<file path="src/rtl/otp_pkg.sv">
// Shared constants and pad status type for the one-time-pad encryptor/decryptor pair.
package otp_pkg;
   localparam int DATA_W   = 8;
   localparam int IDX_W    = 3;
   localparam int NUM_PADS = 1 << IDX_W;

   localparam logic [IDX_W:0] PADS_MAX = (IDX_W+1)'(NUM_PADS);

   typedef enum logic [1:0] {
      PAD_EMPTY,
      PAD_FRESH,
      PAD_SPENT
   } pad_status_e;
endpackage

</file>
<file path="src/rtl/otp_decryptor_if.sv">
// Key-load, ciphertext-in, plaintext-out and status bundle of the OTP decryptor.
interface otp_decryptor_if;
   import otp_pkg::*;

   logic              key_load;
   logic [IDX_W-1:0]  key_idx;
   logic [DATA_W-1:0] key_data;
   logic              in_valid;
   logic              in_ready;
   logic [DATA_W-1:0] in_data;
   logic [IDX_W-1:0]  in_idx;
   logic              out_valid;
   logic              out_ready;
   logic [DATA_W-1:0] out_data;
   logic [IDX_W-1:0]  out_idx;
   logic              err_reuse;
   logic              err_unloaded;
   logic [IDX_W:0]    pads_left;

   modport master (
      output key_load, key_idx, key_data, in_valid, in_data, in_idx, out_ready,
      input  in_ready, out_valid, out_data, out_idx, err_reuse, err_unloaded, pads_left
   );

   modport slave (
      input  key_load, key_idx, key_data, in_valid, in_data, in_idx, out_ready,
      output in_ready, out_valid, out_data, out_idx, err_reuse, err_unloaded, pads_left
   );
endinterface

</file>
<file path="src/rtl/otp_pad_bank.sv">
// Pad register file with loaded/used bitmaps and a count of loaded-but-unused pads.
module otp_pad_bank
   import otp_pkg::*;
(
   input  logic              clk,
   input  logic              rst,
   input  logic              wr_en,
   input  logic [IDX_W-1:0]  wr_idx,
   input  logic [DATA_W-1:0] wr_data,
   input  logic              mark_en,
   input  logic [IDX_W-1:0]  mark_idx,
   input  logic [IDX_W-1:0]  rd_idx,
   output logic [DATA_W-1:0] rd_pad,
   output pad_status_e       rd_status,
   output logic [IDX_W:0]    pads_left
);
   logic [NUM_PADS-1:0][DATA_W-1:0] pad_q;
   logic [NUM_PADS-1:0]             loaded_q;
   logic [NUM_PADS-1:0]             used_q;
   logic                            wr_fresh;

   // Reloading a still-fresh pad must not count it twice.
   assign wr_fresh = loaded_q[wr_idx] && !used_q[wr_idx];

   always_ff @(posedge clk) begin
      if (wr_en) pad_q[wr_idx] <= wr_data;
   end

   always_ff @(posedge clk) begin
      if (rst) begin
         loaded_q  <= '0;
         used_q    <= '0;
         pads_left <= '0;
      end else begin
         if (mark_en) used_q[mark_idx] <= 1'b1;
         if (wr_en) begin
            loaded_q[wr_idx] <= 1'b1;
            used_q[wr_idx]   <= 1'b0;
         end
         if (wr_en) begin
            if (!wr_fresh && pads_left != PADS_MAX) pads_left <= pads_left + 1'b1;
         end else if (mark_en && pads_left != '0) begin
            pads_left <= pads_left - 1'b1;
         end
      end
   end

   assign rd_pad = pad_q[rd_idx];

   always_comb begin
      rd_status = PAD_EMPTY;
      if (loaded_q[rd_idx]) rd_status = used_q[rd_idx] ? PAD_SPENT : PAD_FRESH;
   end
endmodule

</file>
<file path="src/rtl/otp_decryptor.sv">
// One-time-pad decryptor: XORs each ciphertext byte with its indexed pad, once per load.
module otp_decryptor
   import otp_pkg::*;
(
   input logic              clk,
   input logic              rst,
   otp_decryptor_if.slave   bus
);
   logic [DATA_W-1:0] rd_pad;
   pad_status_e       rd_status;
   logic              accept;
   logic              accept_ok;

   // Key load owns the cycle so a pad is never read while being rewritten.
   assign bus.in_ready = !bus.key_load && (!bus.out_valid || bus.out_ready);
   assign accept       = bus.in_valid && bus.in_ready;
   assign accept_ok    = accept && (rd_status == PAD_FRESH);

   otp_pad_bank u_bank (
      .clk       (clk),
      .rst       (rst),
      .wr_en     (bus.key_load),
      .wr_idx    (bus.key_idx),
      .wr_data   (bus.key_data),
      .mark_en   (accept_ok),
      .mark_idx  (bus.in_idx),
      .rd_idx    (bus.in_idx),
      .rd_pad    (rd_pad),
      .rd_status (rd_status),
      .pads_left (bus.pads_left)
   );

   always_ff @(posedge clk) begin
      if (rst) begin
         bus.out_valid    <= 1'b0;
         bus.out_data     <= '0;
         bus.out_idx      <= '0;
         bus.err_reuse    <= 1'b0;
         bus.err_unloaded <= 1'b0;
      end else begin
         bus.err_reuse    <= accept && (rd_status == PAD_SPENT);
         bus.err_unloaded <= accept && (rd_status == PAD_EMPTY);
         if (accept_ok) begin
            bus.out_valid <= 1'b1;
            bus.out_data  <= bus.in_data ^ rd_pad;
            bus.out_idx   <= bus.in_idx;
         end else if (bus.out_ready) begin
            bus.out_valid <= 1'b0;
         end
      end
   end
endmodule

</file>
<file path="src/flat_wrapper.sv">
// flat-port wrapper written by rule: the top's interface ports become plain ports
module otp_decryptor_flat import otp_pkg::*;
  (clk, rst, bus_key_load, bus_key_idx, bus_key_data, bus_in_valid, bus_in_data, bus_in_idx, bus_out_ready, bus_in_ready, bus_out_valid, bus_out_data, bus_out_idx, bus_err_reuse, bus_err_unloaded, bus_pads_left);
  otp_decryptor_if bus_i ();
  input logic clk;
  input logic rst;
  input wire logic [$bits(bus_i.key_load)-1:0] bus_key_load;
  input wire logic [$bits(bus_i.key_idx)-1:0] bus_key_idx;
  input wire logic [$bits(bus_i.key_data)-1:0] bus_key_data;
  input wire logic [$bits(bus_i.in_valid)-1:0] bus_in_valid;
  input wire logic [$bits(bus_i.in_data)-1:0] bus_in_data;
  input wire logic [$bits(bus_i.in_idx)-1:0] bus_in_idx;
  input wire logic [$bits(bus_i.out_ready)-1:0] bus_out_ready;
  output wire logic [$bits(bus_i.in_ready)-1:0] bus_in_ready;
  output wire logic [$bits(bus_i.out_valid)-1:0] bus_out_valid;
  output wire logic [$bits(bus_i.out_data)-1:0] bus_out_data;
  output wire logic [$bits(bus_i.out_idx)-1:0] bus_out_idx;
  output wire logic [$bits(bus_i.err_reuse)-1:0] bus_err_reuse;
  output wire logic [$bits(bus_i.err_unloaded)-1:0] bus_err_unloaded;
  output wire logic [$bits(bus_i.pads_left)-1:0] bus_pads_left;
  assign bus_i.key_load = bus_key_load;
  assign bus_i.key_idx = bus_key_idx;
  assign bus_i.key_data = bus_key_data;
  assign bus_i.in_valid = bus_in_valid;
  assign bus_i.in_data = bus_in_data;
  assign bus_i.in_idx = bus_in_idx;
  assign bus_i.out_ready = bus_out_ready;
  assign bus_in_ready = bus_i.in_ready;
  assign bus_out_valid = bus_i.out_valid;
  assign bus_out_data = bus_i.out_data;
  assign bus_out_idx = bus_i.out_idx;
  assign bus_err_reuse = bus_i.err_reuse;
  assign bus_err_unloaded = bus_i.err_unloaded;
  assign bus_pads_left = bus_i.pads_left;
  otp_decryptor u_core (.clk(clk), .rst(rst), .bus(bus_i));
endmodule
</file>
<file path="config.mk">
export PLATFORM = sky130hd
export DESIGN_NAME = otp_decryptor_flat
export DESIGN_NICKNAME = d
export VERILOG_FILES = /design/src/rtl/otp_pkg.sv /design/src/rtl/otp_decryptor_if.sv /design/src/rtl/otp_pad_bank.sv /design/src/rtl/otp_decryptor.sv /design/src/flat_wrapper.sv
export SDC_FILE = /design/constraint.sdc
export NUM_CORES = 1
export LEC_CHECK = 0
export CORE_MARGIN = 2
export CORE_UTILIZATION = 45
export DETAILED_ROUTE_END_ITERATION = 7
export PLACE_DENSITY = 0.68
export RECOVER_POWER = 100
export SYNTH_ARGS = -nofsm -noshare
export SYNTH_HDL_FRONTEND = slang
export SYNTH_HIERARCHICAL = 1
export SYNTH_SLANG_ARGS = --single-unit
export TNS_END_PERCENT = 100
</file>
<file path="constraint.sdc">
create_clock -name clk -period 3.1 [get_ports clk]
set_clock_uncertainty 0.1 [all_clocks]
set_input_delay 0.62 -clock clk [delete_from_list [all_inputs] [get_ports clk]]
set_output_delay 0.62 -clock clk [all_outputs]
set_load 0.01 [all_outputs]
</file>
==> results.yml <==
status:
  outcome: "finished, final reports clean"
timing:
  worst_slew_pin_slew_ps: 725
  period_minus_slack_ps: 3000
  slew_viol_final: 0
  finalWorstSetupSlack_ps: 97.2
  holdWs_ps: 355
  hold_violations: 0
  slew_headroom: 0.517
  finalSetupViolations: 0
  post-route-period-util: 0.969
  totalNegativeSetupSlack_ps: 0
  max_freq_ghz: 0.333
placement:
  gp_congestion: 0.851
  io_buffers: 45
  placed_area_um2: 4900
  dp_slack_ps: -266
  dp_hpwl_um: 5660
drt:
  first_pass_iters: 4
  routed_via_density: 5.54
  initialDrtViolationCount: 149
  remaining_drc_errors: 0
  via_count: 2599
  final_antenna_net_count: 0
  wire_per_inst_um: 17.6
  totalWireLength_um: 8250
floorplan:
  die-height_um: 100
  rows: 35
  io_pins: 46
  die_area_um2: 10100
  die_w_um: 100
  core-area_um2: 9110
  initial_utilization: 0.459
grt:
  grt-ovfl-total: 0
  grt_pass1_wl_um: 12700
  grt_usage: 0.170
  grt_pass1_vias: 2552
  grt_start_max_net_pins: 22
  antenna_found_initial: 0
final_layout:
  fillers: 729
  antenna_cells: 0
  finish.net_count: 383
  syn_to_final_growth_pct: 21.4
  final_util: 0.557
  drive_gt1_frac: 0.201
  final_cell_area_um2: 5080
setup_path:
  worstSetupStartpointType: "primary input"
  worst-setup-path-type: "in2reg"
  crit_required_ps: 3290
  endpoint_kind: "flop"
  crit_fanout: 6
  critical_path_buf_inv_count: 3
  arrival_ps: 3200
  crit_chain: "clkdlybuf4s50_1 > buf_4 > mux4_2 > mux2i_2 > nor2b_4 > nand2b_1 > or3_4 > inv_4 > o21ai_0 > nand2b_4 > a21o_1 > a21oi_2"
  cpPeakStageDelay_ps: 510
  r2r_slack_ps: 640
  path_delay_family: "simple AND/OR/NAND/NOR gates"
  cp_slowest_cell: "mux4_2"
yosys:
  synth-seq-cells: 98
  synth.avg_cell_area_um2: 14.7
  synth_top_flop_cell: "edfxtp_1"
  netlist_instances: 285
  synth_top_area_cell: "edfxtp_1"
  synth_top_family_by_area: "multiplexers"
  ys_warn_count: 6
  synthMostInstantiatedCell: "edfxtp_1"
  async_flop_share: 0
  synth_edf_count: 64
  synth_common_cells: "64 x edfxtp_1, 34 x dfxtp_1, 27 x nor2_1, 24 x mux4_2, 13 x nand2b_1"
  synth-xor-area-share: 0.0189
  synth_fa_ha_area_frac: 0.0108
  ys_seq_area_frac: 0.622
  yosys.area_share.simple: 0.0996
  synth_area_um2: 4180
  yosys.area.top_type_share: 0.460
  synth.area.mux_share: 0.169
  synth_area_leaders: "edfxtp_1 46%, dfxtp_1 16%, mux4_2 13%"
  synthDistinctLibCells: 36
  synth_nets: 315
  synth-compound-area-share: 0.0482
cts:
  clock-root-buffer: "clkbuf_8"
  clk_pin_slew_ps: 100
  cts_tree: "yes"
  htree_levels: 3
  clock_path_buffers: 2
  clock-sinks: 98
  insertion_delay_ps: 370
  numCtsBuffers: 9
  cts_setup_buffers: 0
power:
  p_per_area_nw_per_um2: 514
  pwr-share-comb: 0.105
  switchingPower_uw: 644
  ir_drop_uv: 217
  seqPwrFrac: 0.557
  intPower_mw: 1.97
  netSwitchingFraction: 0.247
  p_leak_nw: 1.76
  p_clk_frac: 0.338
flow_run:
  max-cap-violations: 0
worst_hold_path:
  hold_class: "reg2reg"
## cells by family after synthesis
family	after synthesis
AO/OA/AOI/OAI	31
XOR/XNOR	9
adder cells (fa/ha/maj)	3
buffers and inverters	26
flip-flops	98
multiplexers	39
AND/OR/NAND/NOR	79
## power by group through the flow
stage / clock network [mW] / logic (mW) / registers (mW)
after global routing: 0.945 / 0.299 / 1.46
after detailed placement: 0 / 0.282 / 1.48
after CTS: 0.900 / 0.283 / 1.45
after global placement: 0 / 0.277 / 1.48
final: 0.884 / 0.274 / 1.45
after floorplan: 0 / 0.159 / 1.48
## sequential cells by signal (all words and copies together), names as in the netlist
signal                   count
u_core/bus.err_unloaded      1
u_core/u_bank/pad_q         64
u_core/u_bank/used_q         8
u_core/bus.out_valid         1
u_core/bus.out_idx           3
u_core/u_bank/pads_left      4
u_core/u_bank/loaded_q       8
u_core/bus.err_reuse         1
u_core/bus.out_data          8
## final timing paths
path,depth (start not counted),start,endpoint
max,12,bus_in_idx[0],u_core/u_bank/pads_left[0]
min,2,u_core/bus.out_data[6],u_core/bus.out_data[6]
max reg2reg,10,u_core/u_bank/used_q[3],u_core/u_bank/pads_left[0]
min reg2reg,2,u_core/bus.out_data[6],u_core/bus.out_data[6]
## worst reg2reg max path, stage by stage, from the launching register on
cell,delay [ps]
dfxtp_1,350
mux4_2,480
mux2i_2,190
nor2b_4,180
nand2b_1,80
or3_4,350
inv_4,80
o21ai_0,110
nand2b_4,180
a21o_1,170
a21oi_2,120
## per-stage QoR
stage	std cells	power, mW
finish	469	2.61
global route	469	2.70
CTS	469	2.64
detailed placement	453	1.77
global placement	453	1.76
floorplan	285	1.64
## cell usage in the layout, fill, tap and decap left out, types with 6 or more instances in the layout
cell             count
edfxtp_1            64
dfxtp_1             34
dlygate4sd3_1       27
nor2_1              27
mux4_2              24
clkdlybuf4s50_1     18
buf_4               14
clkbuf_1            13
nand2b_1            12
nor3_1              12
inv_1               10
clkbuf_8             9
xor2_1               9
nor4_1               9
a21oi_1              9
a211oi_1             8
mux2_2               8
nand2_1              6
## layer usage
metal,vias up,track usage,routed length [um]
li1,1217,-,-
met4,0,0.0811,166
met5,-,0,0
met1,1295,0.201,3510
met3,15,0.0292,311
met2,72,0.299,4260
## timing repair
action	CTS	global route
endpoints found under the setup margin	0	5
resized for setup	0	3
hold buffers	0	0
## final cells by class
cell class	count	area (um2)	share of cell area
tap	111	139	0.0274
clock inverter	7	93.8	0.0185
inverter	11	43.8	0.00862
multi-input combinational	161	1470	0.290
timing repair buffer	72	604	0.119
sequential	98	2600	0.513
clock buffer	9	124	0.0244
(Power assumes the default switching activity.)
